### src/rtl/div_unit_pkg.sv
// Shared definitions for the multi-cycle divider: controller state encoding
// and the MIPS ALU function codes that decode into start / signed_div.
package div_unit_pkg;

  typedef enum logic [1:0] {
    IDLE = 2'b00,
    BUSY = 2'b01,
    DONE = 2'b10
  } div_state_e;

  // SPECIAL-opcode function fields for the two divide instructions
  localparam logic [5:0] FUNCT_DIV  = 6'b011010;
  localparam logic [5:0] FUNCT_DIVU = 6'b011011;

  // EX-stage decode: this function field requests the divider
  function automatic logic is_div_funct(input logic [5:0] funct);
    return (funct == FUNCT_DIV) || (funct == FUNCT_DIVU);
  endfunction

  // EX-stage decode: this function field requests a signed divide
  function automatic logic is_signed_funct(input logic [5:0] funct);
    return funct == FUNCT_DIV;
  endfunction

endpackage

### src/rtl/div_core.sv
// Restoring radix-2 divider datapath: operand magnitudes, one quotient bit
// per step, and the sign fix-up of the final quotient/remainder.
// Holds no control state; the controller in div_unit sequences load/step.
module div_core
  import div_unit_pkg::*;
#(
  parameter int WIDTH = 32
) (
  input  logic               clk,
  input  logic               load,
  input  logic               step,
  input  logic               signed_div,
  input  logic [WIDTH-1:0]   a,
  input  logic [WIDTH-1:0]   b,
  output logic [2*WIDTH-1:0] res_o
);

  logic [WIDTH-1:0] rem_q, rem_d;
  logic [WIDTH-1:0] dvd_q, dvd_d;
  logic [WIDTH-1:0] bmag_q, bmag_d;
  logic             qneg_q, qneg_d;
  logic             rneg_q, rneg_d;

  logic signed [WIDTH-1:0] a_s, b_s;
  logic [WIDTH:0]          shifted;
  logic [WIDTH:0]          diff;
  logic [WIDTH-1:0]        rem_step;
  logic [WIDTH-1:0]        quo_step;
  logic                    qbit;

  assign a_s = a;
  assign b_s = b;

  function automatic logic [WIDTH-1:0] mag(input logic signed [WIDTH-1:0] v,
                                           input logic is_signed);
    logic signed [WIDTH-1:0] n;
    n = -v;
    return (is_signed && (v < 0)) ? $unsigned(n) : $unsigned(v);
  endfunction

  function automatic logic [WIDTH-1:0] neg_if(input logic [WIDTH-1:0] v,
                                              input logic neg);
    return neg ? (~v + 1'b1) : v;
  endfunction

  // Load magnitudes/signs on start, else one shift/trial-subtract per step
  always_comb begin
    shifted  = {rem_q, dvd_q[WIDTH-1]};
    diff     = shifted - {1'b0, bmag_q};
    if (!diff[WIDTH]) begin
      rem_step = diff[WIDTH-1:0];
      qbit     = 1'b1;
    end else begin
      rem_step = shifted[WIDTH-1:0];
      qbit     = 1'b0;
    end
    quo_step = {dvd_q[WIDTH-2:0], qbit};

    rem_d  = rem_q;
    dvd_d  = dvd_q;
    bmag_d = bmag_q;
    qneg_d = qneg_q;
    rneg_d = rneg_q;
    if (load) begin
      rem_d  = '0;
      dvd_d  = mag(a_s, signed_div);
      bmag_d = mag(b_s, signed_div);
      qneg_d = signed_div & (a[WIDTH-1] ^ b[WIDTH-1]);
      rneg_d = signed_div & a[WIDTH-1];
    end else if (step) begin
      rem_d = rem_step;
      dvd_d = quo_step;
    end

    // Signed result of the step in flight; captured by the controller on the last step
    res_o = {neg_if(rem_step, rneg_q), neg_if(quo_step, qneg_q)};
  end

  // Datapath registers carry no reset; they are always loaded before use
  always_ff @(posedge clk) begin
    rem_q  <= rem_d;
    dvd_q  <= dvd_d;
    bmag_q <= bmag_d;
    qneg_q <= qneg_d;
    rneg_q <= rneg_d;
  end

endmodule

### src/rtl/div_unit.sv
// Multi-cycle DIV/DIVU unit for the EX stage: IDLE/BUSY/DONE controller,
// pipeline stall/ready handshake and the registered {HI, LO} result.
// Optional feature: define DIV_CANCEL_EN to add the exception-flush cancel port.
module div_unit
  import div_unit_pkg::*;
#(
  parameter int WIDTH = 32
) (
  input  logic               clk,
  input  logic               rst,
  input  logic               start,
  input  logic               signed_div,
  input  logic [WIDTH-1:0]   a,
  input  logic [WIDTH-1:0]   b,
`ifdef DIV_CANCEL_EN
  input  logic               cancel,
`endif
  output logic               stall,
  output logic               ready,
  output logic [2*WIDTH-1:0] result
);

  localparam int              CNT_W    = (WIDTH > 1) ? $clog2(WIDTH) : 1;
  localparam logic [CNT_W-1:0] CNT_LAST = CNT_W'(WIDTH - 1);

  div_state_e         state_q, state_d;
  logic [CNT_W-1:0]   cnt_q, cnt_d;
  logic [2*WIDTH-1:0] result_q, result_d;

  logic               cancel_i;
  logic               b_zero;
  logic               last_iter;
  logic               load;
  logic               step;
  logic [2*WIDTH-1:0] core_res;

`ifdef DIV_CANCEL_EN
  assign cancel_i = cancel;
`else
  assign cancel_i = 1'b0;
`endif

  assign b_zero    = (b == '0);
  assign last_iter = (cnt_q == CNT_LAST);
  assign load      = (state_q == IDLE) && start && !b_zero && !cancel_i;
  assign step      = (state_q == BUSY) && !cancel_i;
  assign result    = result_q;

  div_core #(.WIDTH(WIDTH)) u_core (
    .clk        (clk),
    .load       (load),
    .step       (step),
    .signed_div (signed_div),
    .a          (a),
    .b          (b),
    .res_o      (core_res)
  );

  // Controller state, iteration counter and result register
  always_ff @(posedge clk or posedge rst) begin
    if (rst) begin
      state_q  <= IDLE;
      cnt_q    <= '0;
      result_q <= '0;
    end else begin
      state_q  <= state_d;
      cnt_q    <= cnt_d;
      result_q <= result_d;
    end
  end

  // Next state; DONE always returns to IDLE so a held start is the next instruction
  always_comb begin
    state_d = state_q;
    unique case (state_q)
      IDLE: begin
        if (cancel_i)   state_d = IDLE;
        else if (start) state_d = b_zero ? DONE : BUSY;
      end
      BUSY: begin
        if (cancel_i)       state_d = IDLE;
        else if (last_iter) state_d = DONE;
      end
      DONE:    state_d = IDLE;
      default: state_d = IDLE;
    endcase
  end

  // Counter and result update; a cancelled divide leaves result untouched
  always_comb begin
    cnt_d    = cnt_q;
    result_d = result_q;
    if (!cancel_i) begin
      if (state_q == IDLE && start) begin
        cnt_d = '0;
        if (b_zero) result_d = {a, {WIDTH{1'b1}}};
      end else if (state_q == BUSY) begin
        cnt_d = cnt_q + 1'b1;
        if (last_iter) result_d = core_res;
      end
    end
  end

  // Handshake outputs; stall stays low while reset is asserted
  always_comb begin
    stall = 1'b0;
    ready = 1'b0;
    unique case (state_q)
      IDLE:    stall = start & ~rst;
      BUSY:    stall = 1'b1;
      DONE:    ready = 1'b1;
      default: ;
    endcase
    if (cancel_i) stall = 1'b0;
  end

endmodule
### config.mk
export PLATFORM = sky130hd
export DESIGN_NAME = div_unit
export DESIGN_NICKNAME = d
export VERILOG_FILES = /design/src/rtl/div_unit_pkg.sv /design/src/rtl/div_core.sv /design/src/rtl/div_unit.sv
export SDC_FILE = /design/constraint.sdc
export NUM_CORES = 1
export LEC_CHECK = 0
export BUFFER_PORTS_ARGS = -buffer_cell sky130_fd_sc_hd__buf_2
export CAP_MARGIN = 20
export CORE_ASPECT_RATIO = 2
export CORE_MARGIN = 10
export CORE_UTILIZATION = 55
export CTS_CLUSTER_DIAMETER = 40
export DETAILED_ROUTE_END_ITERATION = 8
export GPL_TIMING_DRIVEN = 0
export PLACE_DENSITY = 0.76
export SLEW_MARGIN = 20
export SYNTH_ARGS = -nofsm -noshare
export SYNTH_HDL_FRONTEND = slang
export SYNTH_HIERARCHICAL = 1
export SYNTH_SLANG_ARGS = --single-unit
### constraint.sdc
create_clock -name clk -period 5.4 [get_ports clk]
set_input_delay 0.54 -clock clk [delete_from_list [all_inputs] [get_ports clk]]
set_output_delay 0.54 -clock clk [all_outputs]
set_load 0.01 [all_outputs]
# ---- After elaboration in Yosys (flattened, before gate mapping)
# Index checks and enable logic that the tools add are counted.
# W data, S select, Z words.
dict set report totals {
  reg_bits 169
  out_inout_bits 66
  in_bits 68
  wordCells 61
}
dict set report classes {
  muxes 20
  n_reduce_logical 12
  n_lt_le_gt_ge 2
  eq_ne 6
  bitwise_logic 7
  n_addsub 6
}
# cell count
set op_table {}
lappend op_table {{$mux W64} 4}
lappend op_table {{$mux W32} 7}
lappend op_table {{$add A32 B1 Y32 const B} 2}
lappend op_table {{$lt A32 B1 Y1 const B} 2}
lappend op_table {{$neg A32 Y32} 2}
lappend op_table {{$not A32 Y32} 2}
lappend op_table {{$sub A33 B32 Y33} 1}
lappend op_table {{$logic_not A32 Y1} 1}
lappend op_table {{$mux W5} 2}
lappend op_table {{$mux W2} 3}
lappend op_table {{$ne A2 B2 Y1 const B} 3}
lappend op_table {{$reduce_bool A2 Y1} 3}
lappend op_table {{$add A5 B1 Y5 const B} 1}
lappend op_table {{$eq A5 B5 Y1 const B} 1}
lappend op_table {{$logic_and A1 B1 Y1} 4}
lappend op_table {{$pmux W2 S2} 1}
lappend op_table {{$and A1 B1 Y1} 3}
lappend op_table {{$reduce_and A3 Y1} 1}
lappend op_table {{$eq A2 B1 Y1 const B} 1}
lappend op_table {{$eq A2 B2 Y1 const B} 1}
lappend op_table {{$logic_not A2 Y1} 1}
lappend op_table {{$mux W1} 2}
lappend op_table {{$pmux W1 S2} 1}
lappend op_table {{$reduce_and A2 Y1} 1}
lappend op_table {{other kinds (3)} 3}

# ---- Logic depth before layout (Yosys ltp)
dict set report logic_depth {
  ltp_word 8
  mapped_depth 25
  mapped_depth_nobuf 23
}

# ---- Hierarchy
# Netlist, hierarchy kept.
# module area_each_um2 cells_each instances seq_area_each_um2
set modules_own_cells {}
lappend modules_own_cells {div_core 8942.3 1109 1 2622.5}
lappend modules_own_cells {div_unit 3703.6 409 1 1776.7}

# ---- Least setup slack after synthesis
# Ideal clock, no wire load.
dict set report synth_path {
  kind {register to register}
  start {register u_core.dvd_q[31]}
  end {register result_q[62], in the netlist result[62]}
  required_ns 5.273
  path_buffers 2
  arrival_time_ns 5.511
  path_stages_with_launch 25
  setup_ns 0.127
  slack_ns -0.238
  path_cell_list {edfxtp_1 > inv_1 > ha_1 > fa_1 > nand2b_1 > a21o_2 > a31o_2 > o31ai_4 > a22o_2 > nor2_4 > inv_1 > buf_2 > clkbuf_1 > nor2_1 > a21oi_1 > ha_1 > nand2_1 > or4_4 > or4_4 > o31a_1 > nor3b_4 > a41oi_1 > xnor2_1 > a22oi_1 > nand3_1}
}
dict set report synth_via {
  elab_chain_cells 8
}
# item line_no
set synth_lines {}
lappend synth_lines {{start: declaration} div_core.sv:19} ;# logic [WIDTH-1:0] dvd_q, dvd_d;
lappend synth_lines {{start signal: assignment} div_core.sv:82} ;# dvd_q <= dvd_d;
lappend synth_lines {{$sub A33 B32 Y33} div_core.sv:49} ;# diff = shifted - {1'b0, bmag_q};
lappend synth_lines {{$mux W32 (*)} div_core.sv:50} ;# if (!diff[WIDTH]) begin
lappend synth_lines {{$not A32 Y32} div_core.sv:43} ;# return neg ? (~v + 1'b1) : v;
lappend synth_lines {{$add A32 B1 Y32} div_core.sv:43}
lappend synth_lines {{$mux W32 (*)} div_core.sv:43}
lappend synth_lines {{net core_res[62]} div_unit.sv:35} ;# logic [2*WIDTH-1:0] core_res;
lappend synth_lines {{$mux W64 (*)} div_unit.sv:99} ;# if (last_iter) result_d = core_res;
lappend synth_lines {{$mux W64 (*)} div_unit.sv:97} ;# end else if (state_q == BUSY) begin
lappend synth_lines {{$mux W64 (*)} div_unit.sv:94} ;# if (state_q == IDLE && start) begin
lappend synth_lines {{end signal: assignment} div_unit.sv:68} ;# result_q <= result_d;
lappend synth_lines {{end: declaration} div_unit.sv:28} ;# logic [2*WIDTH-1:0] result_q, result_d;
# The timed path passes the listed nets; every way through them passes the cells marked *. The select of a mux whose other input is x is not followed.
# A chain may end at the register's enable or synchronous reset.

# ---- Worst setup path after layout
dict set report layout_path {
  start {register u_core.dvd_q[31]}
  end {register result_q[60], in the netlist result[60]}
}
# Same word-level chain as after synthesis.

==> metrics.md <==
| Metric | Value |
|---|---|
| Outcome | complete, but fails checks |
| Failing checks | setup timing |
| Final TNS setup | -1.07 ns |
| Std cell rows | 78 |
| Synth Area in Adders | 0.0392 |
| Slew Limit Fails | 0 |
| Mux cell area share after synthesis | 0.0186 |
| Die area | 29800 um2 |
| Area Overhead vs Synth | 19.1% |
| Compound-gate portion of the synthesized area | 0.229 |
| Post-synthesis sequential area ratio | 0.348 |
| Top-area cell type share of the netlist area | 0.157 |
| CTS root buffer | clkbuf_16 |
| H-tree level count | 4 |
| Antenna violations before repair | 2 |
| 1st-iter DRT viols | 954 |
| Layout cell share with drive strength beyond 1 | 0.193 |
| Post-synthesis xor/xnor area fraction | 0.102 |
| Reg-to-Reg Start | u_core/dvd_q[31] |
| Pre-CTS WS | -0.894 ns |
| Setup CP Type | reg -> reg |
| Gr ovfl total | 0 |
| Data arrival, critical path | 6.03 ns |
| Post-synthesis simple-gate area fraction | 0.203 |
| DRC violations left | 0 |
| RSZ-0062 raised after global routing | yes |
| Yosys warns | 6 |
| Distinct cell type count after synthesis | 87 |
| Synth Area per Inst | 8.33 um2 |
| Critical Path RT | 5.74 ns |
| Async SR Flop Fraction | 0.420 |
| Worst setup EP type | register |
| Synth area leaders | edfxtp_1 (16%), dfrtp_1 (14%), xnor2_1 (6.2%) |
| Io pins | 134 |
| Largest net degree at the start of global routing | 57 |
| Ys flop type | dfrtp_1 |
| Pre-Repair DR Iteration Count | 5 |
| Clk buf depth | 2 |
| Reg2reg end | result[60] |
| Final setup margin | -0.290 ns |
| R2R Setup Slk | -0.29 ns |
| Final #Nets | 1839 |
| Worst setup SP type | register |
| Cell count after synthesis | 1518 |
| WL final | 42800 um |
| R2r worst-path depth | 25 |
| PD cells | 691 nW/um2 |
| Clock latency on the worst-skew pair | 0.47 ns |
| Leakage | 0.00642 uW |
| MaxCap Viol Count | 0 |
| Initial Util | 0.559 |
| Area leader, netlist | edfxtp_1 |
| CP max FO | 5 |
| Relative slew slack | 0.409 |
| I/O Buffers | 133 |
| Vias in the first global route | 13100 |
| EDFF count, synth | 66 |
| Routed length per instance | 21.1 um |
| CTS tree | built |
| Gpl congestion | 0.969 |
| Syn Nets | 1625 |
| Top cells by count, synth | a21oi_1 (143), nor2_1 (136), nand2_1 (133) |
| Fin. Hold Viols | 0 |
| GRT Util Overall | 0.281 |
| Main combinational cell family by area after synthesis | compound AO/OA/AOI/OAI gates |
| Die Wd | 127 um |
| Vias | 12900 |
| Hpwl dp | 32200 um |
| Final period utilization | 1.05 |
| Maximum VDD drop | 0.000366 V |
| Setup crit start | u_core/dvd_q[31] |
| Top-count cell post-synth | a21oi_1 |
| CTS Buf Count | 17 |
| CTS Sinks | 169 |
| Worst Tran Pin Value | 0.880 ns |
| First-pass GRT wire length | 65900 um |
| Die height | 234 um |
| Setup crit end | result[60] |
| Core area | 22600 um2 |
| Yosys reg bits | 169 |
| Final Skew | 0.0113 ns |
| Fin crit period | 5.69 ns |
| Hold crit path type | in -> async |
| Mapped cell area | 12600 um2 |
| Antenna Nets Post-Route | 0 |
| F_max | 176 MHz |
| Smallest hold slack | 0.0100 ns |
| Clock transition at the registers of the reported paths | 0.07 ns |
| Number of vias per cell | 6.35 |
| Final setup vio count | 7 |
-- per-layer routing --
metal	GRT usage	routed length, um	vias to the layer above
met2	0.525	22700	688
met1	0.244	13600	5968
met4	0.248	4090	0
met3	0.0590	2490	256
li1	-	-	5951
met5	0	0	-
-- kinds of logic after synthesis --
kind of cell,after synthesis
compound gates,448
xor+xnor,146
fa+ha+maj,39
buf+inv,176
flops,169
mux,23
simple gates,517
-- layout make-up --
class                   instances  area (um2)
fillers                      1881        7570
inverters                      88         338
clock buffers                  23         510
flip-flops and latches        169        4400
diodes                          2        5.00
repair buffers                197        1180
plain buffers                  86         473
multi-input cells            1173        7710
clock inverters                 9        98.8
well taps                     280         350
-- stage by stage --
stage	instances	total power, uW	area (um2)	util
after floorplan	1518	6540	12700	-
after global placement	1931	8030	13700	0.606
after detailed placement	1932	8170	13800	0.608
after CTS	2016	9990	14900	0.658
after global routing	2027	11000	15100	0.665
final	2027	10400	15100	0.665
-- worst max-delay path, stage by stage, from the launching register on --
cell       delay (ns)
edfxtp_1         0.45
inv_2            0.06
buf_6            0.12
ha_4             0.16
fa_2             0.34
nand2b_4         0.16
a21o_4           0.21
a31o_4           0.24
o31ai_4          0.24
buf_6            0.16
a211oi_4         0.07
nor2_4           0.18
clkinv_4         0.13
clkbuf_16        0.19
a21oi_4          0.18
ha_4             0.19
nand2_4          0.05
or4_4            0.57
or4_4            0.51
o31a_1           0.34
nor3b_4          0.32
buf_4            0.18
a31oi_4          0.08
xnor2_1          0.16
a22oi_1          0.19
nand3_1          0.09
-- cell usage in the layout (no fill, tap or decap), drive strengths merged, types with 5 or more instances in the layout --
cell    Yosys  routed
a211oi     33      33
a21boi      8       8
a21o       39      39
a21oi     144     144
a22oi      33      33
a311oi      5       5
a31oi       9       9
and2       13      13
and3        6       6
and4        5       5
buf        39     235
clkbuf     49      71
dfrtp      71      71
dfxtp      32      32
edfxtp     66      66
ha         38      38
inv        86      92
mux2i      19      19
nand2     134     134
nand2b     15      15
nand3      49      49
nand3b      7       7
nand4      40      40
nor2      138     138
nor3       27      27
nor3b       6       6
nor4       29      29
o211ai      6       6
o21a        5       5
o21ai      72      72
o22ai      32      32
o31a        7       7
o31ai      21      21
o41ai      10      10
or3        25      25
or4        12      12
xnor2      90      90
xor2       56      56
-- registers in the layout, summed over array words and instances, names as in the netlist --
name / count
u_core/rem_q: 32
cnt_q: 5
state_q: 2
u_core/rneg_q: 1
u_core/bmag_q: 32
u_core/qneg_q: 1
u_core/dvd_q: 32
result: 64
-- power by group --
part	internal (uW)	switching (uW)
clock	726	571
sequential	2000	600
combinational	2620	3890
-- what timing repair did --
action                                  4_1_cts  5_1_grt
gates resized for setup                      26       26
cloned                                        0        0
hold buffers                                  0        0
pin swaps                                    22       45
endpoints found under the setup margin       17       23
buffers inserted                             53       16
-- how the worst min path moves through the flow --
stage,to,slack [ns],cells past startpoint
after CTS,result[1],0.006,2
after floorplan,cnt_q[3],0.45,1
final,result[1],0.01,2
after global routing,result[1],0.006,2
after global placement,cnt_q[3],0.47,1
after detailed placement,cnt_q[3],0.48,1
Power figures use the tool's default switching activity.
